`src/rtl/pump_input_conditioner_if.sv`:
```
// Raw driver contacts in, debounced levels and edge pulses out, for the pump input conditioner.
interface pump_input_conditioner_if;
  logic       ignition_raw;
  logic       switch_raw;
  logic       brake_raw;
  logic       ignition;
  logic       switch;
  logic       brake;
  logic [2:0] rise;
  logic [2:0] fall;

  modport master (
    output ignition_raw, switch_raw, brake_raw,
    input  ignition, switch, brake, rise, fall
  );

  modport slave (
    input  ignition_raw, switch_raw, brake_raw,
    output ignition, switch, brake, rise, fall
  );
endinterface

```
`src/rtl/pump_input_conditioner.sv`:
```
// Synchronises and debounces the ignition, kill-switch and brake inputs of the fuel-pump
// interlock; three independent channels, each with registered level and rise/fall pulses.
module pump_input_conditioner #(
  parameter int unsigned SYNC_STAGES     = 2,
  parameter int unsigned DEBOUNCE_CYCLES = 16
) (
  input logic                     clock,
  input logic                     reset,
  pump_input_conditioner_if.slave bus
);

  localparam int unsigned CntW = $clog2(DEBOUNCE_CYCLES);
  localparam logic [CntW-1:0] CntMax = CntW'(DEBOUNCE_CYCLES - 1);

  typedef enum logic {StStable, StPending} state_e;

  logic [2:0] raw;
  logic [2:0] level;
  logic [2:0] rise_pulse;
  logic [2:0] fall_pulse;

  // Bit order: [0]=ignition [1]=switch [2]=brake
  assign raw = {bus.brake_raw, bus.switch_raw, bus.ignition_raw};

  assign bus.ignition = level[0];
  assign bus.switch   = level[1];
  assign bus.brake    = level[2];
  assign bus.rise     = rise_pulse;
  assign bus.fall     = fall_pulse;

  for (genvar c = 0; c < 3; c++) begin : g_chan
    logic [SYNC_STAGES-1:0] sync_q;
    state_e                 state_q, state_d;
    logic [CntW-1:0]        cnt_q, cnt_d;
    logic                   stable_q, stable_d;
    logic                   rise_q, rise_d;
    logic                   fall_q, fall_d;
    logic                   s;

    assign s = sync_q[SYNC_STAGES-1];

    always_ff @(posedge clock) begin
      if (!reset) begin
        sync_q   <= '0;
        state_q  <= StStable;
        cnt_q    <= '0;
        stable_q <= 1'b0;
        rise_q   <= 1'b0;
        fall_q   <= 1'b0;
      end else begin
        sync_q   <= {sync_q[SYNC_STAGES-2:0], raw[c]};
        state_q  <= state_d;
        cnt_q    <= cnt_d;
        stable_q <= stable_d;
        rise_q   <= rise_d;
        fall_q   <= fall_d;
      end
    end

    always_comb begin
      state_d  = state_q;
      cnt_d    = cnt_q;
      stable_d = stable_q;
      rise_d   = 1'b0;
      fall_d   = 1'b0;
      unique case (state_q)
        StStable: begin
          if (s != stable_q) begin
            state_d = StPending;
            cnt_d   = CntW'(1);
          end else begin
            cnt_d = '0;
          end
        end
        StPending: begin
          if (s == stable_q) begin
            state_d = StStable;
            cnt_d   = '0;
          end else if (cnt_q == CntMax) begin
            // Threshold reached: accept the new level and pulse on the same edge
            state_d  = StStable;
            cnt_d    = '0;
            stable_d = s;
            rise_d   = s;
            fall_d   = ~s;
          end else begin
            cnt_d = cnt_q + 1'b1;
          end
        end
        default: begin
          state_d = StStable;
          cnt_d   = '0;
        end
      endcase
    end

    assign level[c]      = stable_q;
    assign rise_pulse[c] = rise_q;
    assign fall_pulse[c] = fall_q;
  end

endmodule

```
`src/flat_wrapper.sv`:
```
// flat-port wrapper written by rule: the top's interface ports become plain ports
module pump_input_conditioner_flat 
#(
  parameter int unsigned SYNC_STAGES     = 2,
  parameter int unsigned DEBOUNCE_CYCLES = 16
)
  (clock, reset, bus_ignition_raw, bus_switch_raw, bus_brake_raw, bus_ignition, bus_switch, bus_brake, bus_rise, bus_fall);
  pump_input_conditioner_if bus_i ();
  input logic clock;
  input logic reset;
  input wire logic [$bits(bus_i.ignition_raw)-1:0] bus_ignition_raw;
  input wire logic [$bits(bus_i.switch_raw)-1:0] bus_switch_raw;
  input wire logic [$bits(bus_i.brake_raw)-1:0] bus_brake_raw;
  output wire logic [$bits(bus_i.ignition)-1:0] bus_ignition;
  output wire logic [$bits(bus_i.switch)-1:0] bus_switch;
  output wire logic [$bits(bus_i.brake)-1:0] bus_brake;
  output wire logic [$bits(bus_i.rise)-1:0] bus_rise;
  output wire logic [$bits(bus_i.fall)-1:0] bus_fall;
  assign bus_i.ignition_raw = bus_ignition_raw;
  assign bus_i.switch_raw = bus_switch_raw;
  assign bus_i.brake_raw = bus_brake_raw;
  assign bus_ignition = bus_i.ignition;
  assign bus_switch = bus_i.switch;
  assign bus_brake = bus_i.brake;
  assign bus_rise = bus_i.rise;
  assign bus_fall = bus_i.fall;
  pump_input_conditioner #(.SYNC_STAGES(SYNC_STAGES), .DEBOUNCE_CYCLES(DEBOUNCE_CYCLES)) u_core (.clock(clock), .reset(reset), .bus(bus_i));
endmodule
```
`config.mk`:
```
export PLATFORM = sky130hd
export DESIGN_NAME = pump_input_conditioner_flat
export DESIGN_NICKNAME = d
export VERILOG_FILES = /design/src/rtl/pump_input_conditioner_if.sv /design/src/rtl/pump_input_conditioner.sv /design/src/flat_wrapper.sv
export SDC_FILE = /design/constraint.sdc
export NUM_CORES = 1
export LEC_CHECK = 0
export CAP_MARGIN = 20
export CORE_MARGIN = 3
export CORE_UTILIZATION = 50
export DETAILED_ROUTE_END_ITERATION = 6
export PLACE_DENSITY = 0.84
export SETUP_SLACK_MARGIN = 0.02
export SYNTH_ARGS = -nofsm -noshare
export SYNTH_HDL_FRONTEND = slang
export SYNTH_SLANG_ARGS = --single-unit
```
`constraint.sdc`:
```
create_clock -name clock -period 1.4 [get_ports clock]
set_clock_uncertainty 0.1 [all_clocks]
set_input_delay 0.28 -clock clock [delete_from_list [all_inputs] [get_ports clock]]
set_output_delay 0.28 -clock clock [all_outputs]
set_load 0.01 [all_outputs]
```
==> results.md <==
- CP Class: reg -> out
- Hold Crit Class: reg -> reg
- Outcome: finished, final reports clean
- GRT Total Usage: 16.1%
- CTS Hold Bufs: 0
- Storage cell area: 607 um2
- Clk buf depth: 2
- Tmin final: 1.34 ns
- Final HPWL DP: 1290 um
- Cell Area, Placed: 0.00126 mm2
- Worst EP arrival: 0.96 ns
- Sw Share: 21.8%
- Post-layout util: 66.8%
- WP buf/inv: 1
- Max-slew headroom: 84.0%
- Crit path max-delay family: flip-flops
- Crit-path max FO: 3
- Top-area cell type share of the netlist area: 54.1%
- Mean number of vias per cell: 5.18
- PortBufs: 13
- CTS tree: done
- Nets: 137
- Hold EP: u_core.g_chan[1].sync_q[1]
- RR Startpoint: u_core.g_chan[0].cnt_q[0]
- Maximum vdd drop: 0.000896 V
- Synth-to-layout area growth: 21.6%
- Largest net degree at the start of global routing: 11
- GRT met3 Usage: 6.20%
- CP required: 1.02 ns
- Cts bufs inserted: 5
- Reg power frac: 60.3%
- Leak: 0.561 nW
- Synth unique cells: 28
- Die span in y: 53.1 um
- Clock Power Share: 36.5%
- Hold path start: u_core.g_chan[1].sync_q[0]
- Largest stage delay on the critical path: 0.36 ns
- Via count: 813
- Count leader, synth: dfxtp_1
- Gate Count Post-Synth: 111
- Met1 usage in global routing: 16.0%
- Met2 usage: 26.4%
- DRT Pass-1 Iters: 4
- Area of the multi-input gates: 462 um2
- Number of cells on the worst hold path: 1
- Power per cell area: 1070 mW/mm2
- # fillers: 157
- Psw: 0.317 mW
- ANT nets after route: 0
- Synth area leaders: dfxtp_1 (54%), nand3_1 (4.1%), buf_4 (4.1%)
- Design internal power: 1.13 mW
- Yosys warnings: 0
- Antenna violations before repair: 0
- CTS root buf: clkbuf_4
- Ys async rst share: 0%
- Post-synthesis instance area: 0.00111 mm2
- Slack of the critical path: 0.0588 ns
- Core region area: 0.00202 mm2
- FP Rows: 16
- Syn Area/Cell: 10.0 um2
- Actual slew at the worst max-slew pin: 0.239 ns
- R2r worst-path depth: 4
- Layout Cell Area excl Fill: 0.00135 mm2
- Initial Util: 54.9%
- Fin Hold WS: 0.342 ns
- 1st-iter DRT viols: 8
- Ant diodes: 0
- Comb pwr share: 3.2%
- Die Wd: 53.1 um
- Max Cap Viol: 0
- Layout cells sized above 1: 21.5%
- RSZ-0062 raised after global routing: true
- Number of synthesized register bits: 30
- Worst R2R Setup Slack: 0.11 ns
- Ordered cell list for the critical path: dlygate4sd2_1
- Io pins: 14
- Syn Nets: 119
- RR Endpoint: u_core.g_chan[0].rise_q
- Place WS: -0.0742 ns
- Post-synthesis sequential area ratio: 54.1%
- Fin. max-slew vios: 0
- Startpoint types: flip-flop
- CP max-delay cell: dfxtp_2
- GRT busiest layer: met2
- Global-route wire length before repair: 3080 um
- Max Clock Freq: 746 MHz
- Vias in the first global route: 757
- Top_reg_cell synth: dfxtp_1
- Grt ovf: 0
- CTS clk-pin slew, worst paths: 0.10 ns
- Gp weighted congestion: 0.687
- Top cells by count, synth: dfxtp_1 (30), nand3_1 (9)
- Final worst path period share: 95.8%
- Final wirelength: 1780 um
- DRC viols: 0
- Cell taking the most area after synthesis: dfxtp_1
- Sink Count: 30
- Post CTS Setup Buffer Count: 0
- CP endpoint kind: output port
- DIE AREA: 0.00282 mm2
- Fin. Hold Viols: 0
- Final setup viols: 0
- H-tree levels: 2
- Worst skew pair latency: 0.33 ns
- DR WL/cell: 11.4 um
- EDFF count, synth: 0
-- per-stage QoR --
| stage | std cells | total power [mW] | TNS (ns) |
|---|---|---|---|
| 2_1_floorplan | 111 | 0.916 | 0 |
| 3_3_place_gp | 149 | 0.939 | -0.0213 |
| 3_5_place_dp | 149 | 0.940 | -0.218 |
| 4_1_cts | 157 | 1.47 | 0 |
| 5_1_grt | 157 | 1.52 | 0 |
| 6_report | 157 | 1.45 | 0 |
-- worst max-delay path by stage --
stage                                      to  cells past startpoint  slack, ns                       from
finish                              bus_brake                      1       0.06           u_core.bus.brake
global route                        bus_brake                      1      0.005           u_core.bus.brake
CTS                                 bus_brake                      1      0.005           u_core.bus.brake
detailed placement  u_core.g_chan[0].cnt_q[3]                      4      -0.07                      reset
global placement      u_core.g_chan[0].rise_q                      4      -0.01                      reset
floorplan             u_core.g_chan[0].rise_q                      4       0.12  u_core.g_chan[0].cnt_q[0]
-- per-layer routing --
metal  wire (um)  vias up  part of all wire, %
met5           0        -                    0
met4          53        0                  3.0
met3          98        6                  5.5
met2         844       20                   47
met1         786      371                   44
li1            -      416                    -
-- power groups by stage --
stage,Clock [mW],Sequential [mW],Combinational [mW]
after floorplan,0,0.892,0.0237
after global placement,0,0.893,0.0453
after detailed placement,0,0.894,0.0461
after CTS,0.554,0.874,0.0464
after global routing,0.588,0.877,0.0535
final,0.529,0.875,0.0470
-- repair_timing --
action | in CTS | in global routing
endpoints found under the setup margin | 9 | 8
pin swaps | 0 | 5
hold endpoints to repair | 0 | 0
resized for setup | 10 | 10
-- kinds of logic (layout without fill, tap and decap cells) --
| kind of cell | after synthesis | in the layout | synth area share (%) |
|---|---|---|---|
| AOI/OAI and AO/OA | 15 | 15 | 8.12 |
| and+or+nand+nor | 44 | 44 | 23.1 |
| DFF | 30 | 30 | 54.1 |
| xor gates and xnor gates | 6 | 6 | 4.74 |
| buffers and inverters | 13 | 32 | 6.54 |
| adders and majority gates | 3 | 3 | 3.38 |
-- area by class of cell --
class	count	area share, %
clock inverters	2	0.927
inverters	5	1.39
repair buffers	19	12.2
flip-flops and latches	30	44.9
well taps	27	2.50
multi-input cells	68	34.2
clock buffers	6	3.80
-- state kept, by name, indices dropped and copies added (netlist names) --
| name | count |
|---|---|
| u_core.bus.ignition | 1 |
| u_core.g_chan.rise_q | 3 |
| u_core.g_chan.sync_q | 6 |
| u_core.bus.switch | 1 |
| u_core.g_chan.fall_q | 3 |
| u_core.bus.brake | 1 |
| u_core.g_chan.cnt_q | 12 |
| u_core.g_chan.state_q | 3 |
-- cells in the final DEF (no fill, tap or decap), types with 3 or more instances in the layout --
cell	Yosys	routed
nand2_1	6	6
and2_1	6	6
nor2_1	6	6
dfxtp_2	0	5
xor2_1	3	3
clkbuf_4	0	5
o21ai_0	3	3
clkdlybuf4s50_1	0	4
a21oi_1	6	6
dlygate4sd2_1	0	8
nand3_1	9	9
xnor2_1	3	3
nor3_1	4	4
dfxtp_1	30	25
buf_4	6	6
inv_1	5	5
Note: power is estimated with default switching activity, not from simulation.
